## src/rtl/pc_fetch_ctrl.sv

```systemverilog
// pc_fetch_ctrl: fetch/operand sequencer driving the program counter strobes
//
// Fetches the reset vector, then opcodes plus 0-2 operand bytes, steering
// absolute-jump operands into the PC and handing other instructions to execute.
// Optional build macro PC_FETCH_CTRL_RETIRE_CNT_EN adds the retire_cnt output.
//
// Ports:
//   clk, rst              clock (rising edge), asynchronous active-high reset
//   mem_ready, data_in    memory read handshake and data
//   dec_len, dec_jump     combinational decode of data_in (length, absolute jump)
//   exec_done             execute unit finished the current instruction
//   halt_req, resume      halt at next instruction boundary / leave HALT
//   addr_sel, vec_addr    memory address source (0 = PC, 1 = vec_addr)
//   pc_branch             PC <= {pc_bra_add, low-byte buffer}
//   pc_increment          PC <= PC + 1
//   pc_lower_byte         low-byte buffer <= pc_bra_add
//   pc_bra_add            byte for the PC (mirrors data_in)
//   ir_load, opnd_load    instruction / operand register loads
//   exec_start            one-cycle pulse handing the instruction to execute
//   halted                high while in HALT
//   retire_cnt            retired instruction count (optional)
module pc_fetch_ctrl #(
    parameter logic [15:0] VECTOR_ADDR = 16'hFFFC
) (
    input  logic        clk,
    input  logic        rst,
    input  logic        mem_ready,
    input  logic [7:0]  data_in,
    input  logic [1:0]  dec_len,
    input  logic        dec_jump,
    input  logic        exec_done,
    input  logic        halt_req,
    input  logic        resume,
    output logic        addr_sel,
    output logic [15:0] vec_addr,
    output logic        pc_branch,
    output logic        pc_increment,
    output logic        pc_lower_byte,
    output logic [7:0]  pc_bra_add,
    output logic        ir_load,
    output logic [1:0]  opnd_load,
    output logic        exec_start,
    output logic        halted
`ifdef PC_FETCH_CTRL_RETIRE_CNT_EN
    ,
    output logic [15:0] retire_cnt
`endif
);

    typedef enum logic [2:0] {VEC_LO, VEC_HI, FETCH, OPND1, OPND2, JMP_HI, EXEC, HALT} state_t;

    state_t     state, state_d;
    logic [1:0] len_q;
    logic       jump_q;
    logic       exec_first;
    logic [1:0] len_d;
    logic       fire;

    assign len_d = (dec_len == 2'd0) ? 2'd1 : dec_len;

    always_ff @(posedge clk or posedge rst) begin
        if (rst) begin
            state      <= VEC_LO;
            len_q      <= 2'd1;
            jump_q     <= 1'b0;
            exec_first <= 1'b0;
        end else begin
            state      <= state_d;
            exec_first <= (state_d == EXEC) && (state != EXEC);
            if (state == FETCH && mem_ready) begin
                len_q  <= len_d;
                jump_q <= dec_jump && (dec_len == 2'd3);
            end
        end
    end

    always_comb begin
        state_d = state;
        case (state)
            VEC_LO:  state_d = mem_ready ? VEC_HI : VEC_LO;
            VEC_HI:  state_d = mem_ready ? FETCH : VEC_HI;
            FETCH:   state_d = !mem_ready ? FETCH : (len_d == 2'd1) ? EXEC : OPND1;
            OPND1:   state_d = !mem_ready ? OPND1 : jump_q ? JMP_HI : (len_q == 2'd2) ? EXEC : OPND2;
            OPND2:   state_d = mem_ready ? EXEC : OPND2;
            JMP_HI:  state_d = mem_ready ? FETCH : JMP_HI;
            EXEC:    state_d = !exec_done ? EXEC : halt_req ? HALT : FETCH;
            HALT:    state_d = resume ? FETCH : HALT;
            default: state_d = VEC_LO;
        endcase
    end

    // Strobes are Mealy on mem_ready so the PC acts on the edge where data is valid;
    // rst gates them because the state register only settles asynchronously.
    assign fire = mem_ready && !rst;

    always_comb begin
        addr_sel      = (state == VEC_LO) || (state == VEC_HI);
        vec_addr      = (state == VEC_HI) ? VECTOR_ADDR + 16'd1 : VECTOR_ADDR;
        pc_bra_add    = data_in;
        pc_lower_byte = fire && ((state == VEC_LO) || (state == OPND1 && jump_q));
        pc_branch     = fire && ((state == VEC_HI) || (state == JMP_HI));
        pc_increment  = fire && ((state == FETCH) || (state == OPND1) || (state == OPND2));
        ir_load       = fire && (state == FETCH);
        opnd_load     = {fire && ((state == OPND2) || (state == JMP_HI)), fire && (state == OPND1)};
        exec_start    = !rst && (state == EXEC) && exec_first;
        halted        = !rst && (state == HALT);
    end

`ifdef PC_FETCH_CTRL_RETIRE_CNT_EN
    always_ff @(posedge clk or posedge rst) begin
        if (rst)
            retire_cnt <= 16'd0;
        else if ((state == EXEC && exec_done) || (state == JMP_HI && mem_ready))
            retire_cnt <= retire_cnt + 16'd1;
    end
`endif

endmodule
```

## config.mk

```make
export PLATFORM = sky130hd
export DESIGN_NAME = pc_fetch_ctrl
export DESIGN_NICKNAME = d
export VERILOG_FILES = /design/src/rtl/pc_fetch_ctrl.sv
export SDC_FILE = /design/constraint.sdc
export NUM_CORES = 1
export LEC_CHECK = 0
export CORE_MARGIN = 5
export CORE_UTILIZATION = 30
export DETAILED_ROUTE_END_ITERATION = 7
export DONT_BUFFER_PORTS = 1
export HOLD_SLACK_MARGIN = 0.12
export PLACE_DENSITY = 0.5
export SYNTH_ARGS = -nofsm -noshare
export SYNTH_HDL_FRONTEND = slang
export SYNTH_SLANG_ARGS = --single-unit
export TNS_END_PERCENT = 100
```

## constraint.sdc

```tcl
create_clock -name clk -period 2.1 [get_ports clk]
set_input_delay 0.63 -clock clk [delete_from_list [all_inputs] [get_ports clk]]
set_output_delay 0.63 -clock clk [all_outputs]
set_load 0.05 [all_outputs]
```

---- Yosys cells after proc, flatten, opt, wreduce, memory -nomap -nowiden ----
Index checks and enable logic that the tools add are counted.
cells by class
  equality and inequality tests ........... 12
  muxes and demuxes ....................... 15
  reductions and logical operators ........ 23
operators with widths
  cell                  number
  $pmux W3 S8           1
  $mux W3               7
  $eq A3 B3 Y1 const B  5
  $logic_and A1 B1 Y1   14
  $mux W2               5
  $eq A3 B2 Y1 const B  2
  $logic_or A1 B1 Y1    6
  $eq A2 B2 Y1 const B  2
  $eq A3 B1 Y1 const B  1
  $logic_not A3 Y1      1
  $ne A3 B3 Y1 const B  1
  $eq A2 B1 Y1 const B  1
  $logic_not A2 Y1      1
  $mux W1               2
  $logic_not A1 Y1      1
storage, ports and cells
  bits in registers ....................... 7
  input bits .............................. 17
  output and inout port bits .............. 33
  logic and storage cells ................. 54

---- Longest topological paths before layout ----
Gate-level depths: netlist of the first run.
  depth in word-level cells ............... 8
  mapped depth ............................ 6
  gate-level depth less buffers ........... 4

---- Worst setup path before layout of the first run ----
Ideal clock, no wire load.
  path type ............................... in2out
  start point ............................. in mem_ready
  end point ............................... out opnd_load[0]
  arrival time ............................ 2448 ps
  required time ........................... 1470 ps
  slack ................................... -978 ps
  cell stages on the path ................. 3
  path buffers ............................ 1
  cells stage by stage .................... clkbuf_1 > nand2_1 > nor4_1
on the way
  cells in the longest elaborated chain, start to end .. 2
RTL lines
  what                 line  source
  start: declaration   27    input logic mem_ready,
  $logic_and A1 B1 Y1  94    assign fire = mem_ready && !rst;
  $logic_and A1 B1 Y1  104   opnd_load = {fire && ((state == OPND2) || (state == JMP_HI)), fire && (state == OPND1)};
  end: declaration     41    output logic [1:0] opnd_load,
No other way between the ends.

---- Final worst setup path of the first run ----
  start point ............................. reg state[2]
  end point ............................... out pc_increment
on the way
  cells in the longest elaborated chain, start to end .. 4
  elaborated cells between the ends (all ways) .. 6
  classes of those cells .................. eq/ne: 3; reduce/logical: 3
RTL lines
  what                      line  source
  start: declaration        52    state_t state, state_d;
  start signal: assignment  68    state <= state_d;
  $eq A3 B2 Y1              102   pc_increment = fire && ((state == FETCH) || (state == OPND1) || (state == OPND2));
  $logic_or A1 B1 Y1        102
  $logic_or A1 B1 Y1 (*)    102
  $logic_and A1 B1 Y1 (*)   102
  end: declaration          37    output logic pc_increment,
Mark *: on every way between the ends. The rest lies on a longest branch, timed or not.

==> results of run 1 <==
## power breakdown
| group | switching (mW) | total (mW) | internal (mW) |
|---|---|---|---|
| Sequential | 0.0467 | 0.252 | 0.205 |
| Combinational | 0.444 | 0.733 | 0.290 |
| Clock | 0.0480 | 0.120 | 0.0724 |
| Total | 0.538 | 1.11 | 0.567 |
## area by class of cell
cell class                 instances  area, µm²
tap                               28       35.0
multi-input combinational         60        407
fill                             241       1330
inverter                           7       30.0
clock buffer                       4       26.3
timing repair buffer              16        204
sequential                         7        179
## layer usage
metal,global-route usage,share of wire,vias up
li1,-,-,273
met1,0.103,0.38,239
met2,0.126,0.49,28
met3,0.0334,0.095,6
met4,0.0828,0.031,0
met5,0,0,-
## stage by stage
stage | cell area (µm²) | std cells | hold slack [ns]
floorplan | 810 | 102 | 0.411
global placement | 825 | 116 | 0.491
detailed placement | 825 | 116 | 0.496
CTS | 855 | 120 | 0.250
global route | 881 | 122 | 0.262
finish | 881 | 122 | 0.262
## synthesized netlist by cell type (3+ instances only)
master / number
sky130_fd_sc_hd__buf_2: 3
sky130_fd_sc_hd__inv_1: 7
sky130_fd_sc_hd__nor3_1: 3
sky130_fd_sc_hd__and2_1: 3
sky130_fd_sc_hd__nand2_1: 5
sky130_fd_sc_hd__nor2_1: 8
sky130_fd_sc_hd__dfrtp_1: 6
sky130_fd_sc_hd__buf_4: 24
## layout by cell type, fill, tap and decap left out, types with 2 or more instances in the layout
cell,count
sky130_fd_sc_hd__conb_1,15
sky130_fd_sc_hd__a2bb2oi_1,2
sky130_fd_sc_hd__o22ai_1,2
sky130_fd_sc_hd__buf_4,8
sky130_fd_sc_hd__buf_12,6
sky130_fd_sc_hd__dfrtp_2,2
sky130_fd_sc_hd__dfrtp_1,4
sky130_fd_sc_hd__clkbuf_4,3
sky130_fd_sc_hd__a21o_1,2
sky130_fd_sc_hd__inv_1,5
sky130_fd_sc_hd__nand2_1,4
sky130_fd_sc_hd__nor2_2,3
sky130_fd_sc_hd__nor2_1,5
sky130_fd_sc_hd__nand4_1,2
sky130_fd_sc_hd__o21ai_0,2
sky130_fd_sc_hd__and2_1,2
## registers in the layout, summed over array words and instances (netlist names)
| register | count |
|---|---|
| state | 3 |
| jump_q | 1 |
| len_q | 2 |
| exec_first | 1 |
## worst paths after layout
kind                             from  depth (start not counted)           end  slack [ns]
min                               rst                          2      state[0]        0.26
max in group asynchronous         rst                          2      len_q[0]        1.63
min reg2reg                  len_q[0]                          2      len_q[0]        0.50
min in group clk           dec_len[1]                          1      len_q[0]        0.45
max                          state[2]                          6  pc_increment        0.08
max reg2reg                  state[1]                          5    exec_first        0.58
## cells by family (layout without fill, tap and decap cells)
kind of cell,Yosys count,count (layout),share of synthesized area
other,2,15,0.0108
flip-flops,7,7,0.253
AND/OR/NAND/NOR,28,28,0.206
buffers and inverters,35,27,0.323
multiplexers,2,2,0.0305
AO/OA/AOI/OAI,15,15,0.177
## repair_timing
| action | CTS | global route |
|---|---|---|
| cloned | 0 | 0 |
| pin swaps | 0 | 0 |
| buffers inserted | 0 | 2 |
| setup endpoints to repair | 4 | 3 |
| gates resized for setup | 4 | 2 |
==> results summary, run 1 <==
The count of antenna-violating nets left after detailed routing is 0. The async set or reset register ratio after synthesis is 1.00. The number of iterations in the first detailed-routing pass is 4. The area growth from synthesis to layout is 26.2%. The share of the clock period used by the worst path came out at 0.960. The sink count of the clock tree is 7.

The number of nets at the end of the flow is 112. The distinct cell type count after synthesis came out at 31. The final setup violation count is 0. The hold-fix buffer count after cts came out at 0.

The slowest library cell on the worst path is sky130_fd_sc_hd__dfrtp_2. After global routing the overflow that remains totals 0. For this run, the register share of the synthesized area comes to 0.253. After synthesis the netlist holds a flip-flop and latch count of 7. The H-tree depth came out at 1. Clock-pin slew was measured on the worst setup and hold paths at roughly 0.050 ns.

The worst-path maximum fanout is 7. The area enclosed by the die boundary is roughly 0.0034 mm². The worst slack at placement came out at 0.190 ns. The Yosys warning count came out at 0. The count of buffers added on input and output ports is 0. The die span in y is 58.2 µm.

The share of the core filled with cells in the final layout came out at 0.398. The routed layout has about 550 vias. The final number of hold-violating endpoints came out at 0.

The repair_antennas step left the layout with diodes totalling 0. The total length of routed wires came out at around 1400 µm. The average size of a mapped cell is approximately 7.8 µm². STA classifies the critical path startpoint as a flop. The flow ran to the end, and the final reports show no timing, DRC or antenna violations. The count of buffer and inverter cells on the critical path came out at 2. The worst setup path is captured at a primary output. The detailed placer's ending HPWL came out at 1210 µm. The critical path's largest stage delay came out at 0.43 ns. The total routing resource utilization after global routing is 0.0893. For the worst setup path, the data required time is between 1 and 1.5 ns. The initial core utilization is 0.316. The maximum clock frequency came out at slightly below 500 MHz.

The max-slew violation count is 0. The number of global-route vias before repair came out at 468. The setup TNS after final layout is 0 ns. In the routed layout, each cell is associated on average with a via count of between 4 and 5. The kind of cell with the highest combined delay along the critical path is flip-flops.

The peak ir drop on the vdd network is ~0.43 mV. The number of antenna violations at the first check in global routing came out at 0. For this block, the initial DRC count from the detailed router was 2.

Across the routed clock network, the largest skew measured is 0.000515 ns. In this design, the critical path's most frequently occurring cell is sky130_fd_sc_hd__nor2_1. The clock insertion delay at the later pin of the skew report is ~0.25 ns.

The site row count is 17. The category of the most critical setup path is reg -> out. The post-route total power came out at about 1.1 mW. TritonCTS created 3 clock buffers.

Counting along the longest clock path gives a buffer depth of 2. Yosys attributes the largest share of cell area to sky130_fd_sc_hd__buf_4 26%, sky130_fd_sc_hd__dfrtp_1 22%, sky130_fd_sc_hd__nor2_1 4.3%, sky130_fd_sc_hd__dfstp_2 3.8%, sky130_fd_sc_hd__inv_1 3.8%. The area fraction of the dominant cell type after synthesis came out at 0.258. CTS placed an instance of sky130_fd_sc_hd__clkbuf_4 at the clock tree root. The fraction of final layout cells with drive strength greater than 1 came out at 0.394. The worst path meets setup with 0.0832 ns of slack. The count of flip-flops with a built-in enable after synthesis came out at 0. The signal on the critical path passes through buf_6 > nand2b_1 > nor2_1 > nor2_1 > nor2_2 > buf_12. For this design the ratio of total power to cell area is between 1000 and 1500 mW/mm². Across the run, the number of max-cap violations was 0. Entering global routing, the biggest net connects 12 pins. For this run, design rule violations remaining after detail routing come to 0. Synthesis produced a netlist whose cell count is slightly below 90. The netlist area before placement is 698 µm². The top flip-flop cell by instance count after synthesis is sky130_fd_sc_hd__dfrtp_1. The data arrival time of the worst path came out at 1.39 ns. The weighted congestion at the end of routability-driven global placement came out at approximately 0.77. During I/O placement, the number of pins put on the boundary was 50.

The worst hold path belongs to the class in -> async. The die width came out at just under 60 µm. The wire length per cell is ~12 µm.

The static power due to leakage is 0.390 nW. Setup repair after global routing could not meet its margin everywhere. The core area is about 0.0022 mm². The final critical delay including setup and external delays came out at ~2.0 ns.

The global-route wire length before repair is between 2000 and 2500 µm. TritonCTS built the clock tree. The post-synthesis cell type with the largest combined area is sky130_fd_sc_hd__buf_4.
No activity file was read; power rests on OpenSTA's default activity.
==> run 2, diff against run 1 <==
- clock period: 2.1 -> 2.52 ns (I/O delays scaled with it)
==> run 2 against run 1 <==
Against the previous run: setup slack improved by 0.040 ns; final area is 18% lower; non-clock buffer count decreased by 4; critical path depth down 2; clock skew is 0.00051 ns higher; total power is 27% lower; sequential share of layout area is 4.0 points higher; critical path type unchanged; largest cell class unchanged.
==> results summary, run 2 (synthesis results as in run 1) <==
The flow ran to the end, and the final reports show no timing, DRC or antenna violations. In this run the critical register-to-register path is launched from state[2]. The register with the most flip-flops in the final layout is state.

The largest registers in the layout are state: 3 flops, len_q: 2 flops. The worst-path maximum fanout came out at 12 (+5). The maximum clock frequency came out at approximately 420 MHz.

The detailed placer's ending HPWL came to 1170 µm (-3.5%). The top-level port count is 50 (unchanged). The post-route cell area is 724 µm² (-18%). The final critical delay including setup and external delays came out at ~2.4 ns. The core area came out at 0.00221 mm² (unchanged). The placed instance count is 114 (-1.7%).

The power density over cell area came out at 1110 mW/mm² (-11%). The flip-flop count of the largest register, all copies and words added is 3 (unchanged). The wire length per cell came to 12.1 µm (+1.7%). TritonCTS built the clock tree. The number of nets at the end of the flow came out at 108 (-3.6%). The worst clock skew on the final layout is 0.00103 ns (+0.000512 ns).

The overflow left after global routing is 0 (unchanged). The switching power summed over all nets came out at 0.415 mW (-23%). The number of global-route vias before repair came out at 495 (+5.8%). The static power due to leakage came out at 0.348 nW (-11%). The number of iterations in the first detailed-routing pass is 4 (unchanged). The hold-fix buffer count after cts came out at 0 (unchanged). The switching power share of the total is 0.514 (+0.0271). The worst hold-check slack came out at 0.389 ns (+0.128 ns). The site row count is 17 (unchanged).

The die width is 58.2 µm (unchanged). The library cell used most frequently in the layout, excluding fill and tap cells, is sky130_fd_sc_hd__conb_1. The max-slew violation count is 0 (unchanged).

The post-place instance area is 696 µm² (-16%). The fraction of final layout cells with drive strength greater than 1 is 0.278 (-0.116). The part of the total power dissipated in combinational logic came to 0.597 (-0.066). The number of DRC violations after detailed-routing iteration 0 is 5 (+3).

The register-to-register setup slack came out at 0.95 ns (+0.37 ns). The number of vias after detailed routing came out at 541 (-0.92%). The multi-input combinational cell area was 370 µm² (-8.9%). The sink count of the clock tree came out at 7 (unchanged). The internal power summed over all cells was 0.392 mW (-31%). The initial core utilization is 0.316 (unchanged). The non-filler instance count after layout was 118 (-3.3%). The endpoint type of the worst setup path is a primary output. The final number of hold-violating endpoints is 0 (unchanged). The worst slack at placement came out at 0.353 ns (+0.163 ns). The count of antenna-violating nets left after detailed routing is 0 (unchanged).

The number of buffers inserted during clock tree synthesis came out at 3 (unchanged). The number of antenna violations at the first check in global routing is 0 (unchanged). The average vias per placed instance is 4.58 (+2.4%). The H-tree depth came out at 1 (unchanged).

The global-route wire length before repair came out at 2270 µm (+1.9%). The clock insertion delay at the later pin of the skew report is 0.25 ns (about the same). The clock-pin slew on the worst setup and hold paths came out at 0.05 ns (about the same). The total length of routed wires is 1430 µm (-1.6%). The critical path required time is 1.76 ns (+0.29 ns). The weighted congestion at the end of routability-driven global placement came to 0.710 (-7.4%). The final setup violation count came to 0 (unchanged). The buffer depth of the longest clock path is 2 (unchanged). The die span in y is 58.2 µm (unchanged). The type of element launching the critical path is a flop. The maximum number of pins on one net before global-route repair is 13 (+1).

The sequential cell area in the final layout came out at 176 µm² (-1.4%). The number of maximum-capacitance violations was 0 (unchanged). The area enclosed by the die boundary came out at 0.00339 mm² (unchanged). The number of inserted filler cells in the final layout is 252 (+4.6%). The tightest min-delay check is of the in -> async type. The top cell types in the final layout, fill and taps aside, are 15 x sky130_fd_sc_hd__conb_1, 12 x sky130_fd_sc_hd__buf_4, 8 x sky130_fd_sc_hd__nor2_1. The data arrival time of the worst path is 1.64 ns (+0.25 ns).

The part of the power in registers came to 0.275 (+0.047). The worst setup path is of the reg -> out kind. The share of the clock period used by the worst path is 0.951. The cell sitting at the root of the clock tree is a sky130_fd_sc_hd__clkbuf_4.

Setup repair after global routing left no endpoint under its margin. The number of diodes was 0 (unchanged). The clock network fraction of total power came to 0.128 (+0.019). The total routing resource utilization after global routing is 0.0896 (+0.000287). The area growth from synthesis to layout is 3.76%.

The final routed DRC violation total came out at 0 (unchanged). The launch point of the critical path is state[2]. The peak ir drop on the vdd network is 0.338 mV (-22%). The setup slack of the critical path after layout came to 0.123 ns (+0.0396 ns). The count of port buffers added during placement is 0 (unchanged).
run 2: cell count changes in the layout (fill, tap and decap cells not counted), moves of 2 or more:
cell / change
sky130_fd_sc_hd__nor2_1: +3
sky130_fd_sc_hd__buf_12: -6
sky130_fd_sc_hd__dfrtp_2: -2
sky130_fd_sc_hd__inv_1: +2
sky130_fd_sc_hd__buf_4: +4
sky130_fd_sc_hd__nor2_2: -3
sky130_fd_sc_hd__dfrtp_1: +2
run 2: layout make-up:
class,count,share of cell area
flip-flops and latches,7,0.244
clock buffers,4,0.0363
repair buffers,12,0.124
multi-input cells,60,0.511
inverters,7,0.0363
well taps,28,0.0484
run 2: what timing repair did:
action | CTS | global route
endpoints found under the hold margin | 0 | 0
setup endpoints to repair | 0 | 1
gates resized for setup | 0 | 1
setup buffers | 0 | 0
run 2: worst paths after layout:
| kind | to | depth (start not counted) |
|---|---|---|
| setup reg to reg | exec_first | 4 |
| hold reg to reg | len_q[0] | 2 |
| hold / removal | state[0] | 2 |
| setup / recovery | ir_load | 4 |
| min in group clk | len_q[0] | 2 |
| max in group asynchronous | len_q[0] | 2 |
run 2: critical path, cell delays in order, from the launching register on:
cell                      delay, ns
sky130_fd_sc_hd__dfrtp_1       0.52
sky130_fd_sc_hd__nor2b_2       0.23
sky130_fd_sc_hd__and3_1        0.29
sky130_fd_sc_hd__and2_1        0.15
sky130_fd_sc_hd__buf_4         0.19
run 2: per-stage QoR:
step                      TNS (ns)  power, mW  utilization
after global routing             0      0.867        0.327
final                            0      0.807        0.327
after detailed placement         0      0.702        0.314
after CTS                        0      0.807        0.326
after floorplan             -0.375      0.673            -
after global placement           0      0.696        0.314
run 2: power groups by stage:
stage / registers (mW) / logic, mW / clock network [mW]
4_1_cts: 0.220 / 0.482 / 0.105
3_5_place_dp: 0.222 / 0.480 / 0
5_1_grt: 0.231 / 0.528 / 0.108
6_report: 0.222 / 0.482 / 0.104
2_1_floorplan: 0.186 / 0.487 / 0
3_3_place_gp: 0.221 / 0.475 / 0
run 2: layer usage:
metal,track usage,routed length (µm)
met5,0,0
met1,0.101,566
met2,0.135,654
met3,0.0245,147
met4,0.0828,57
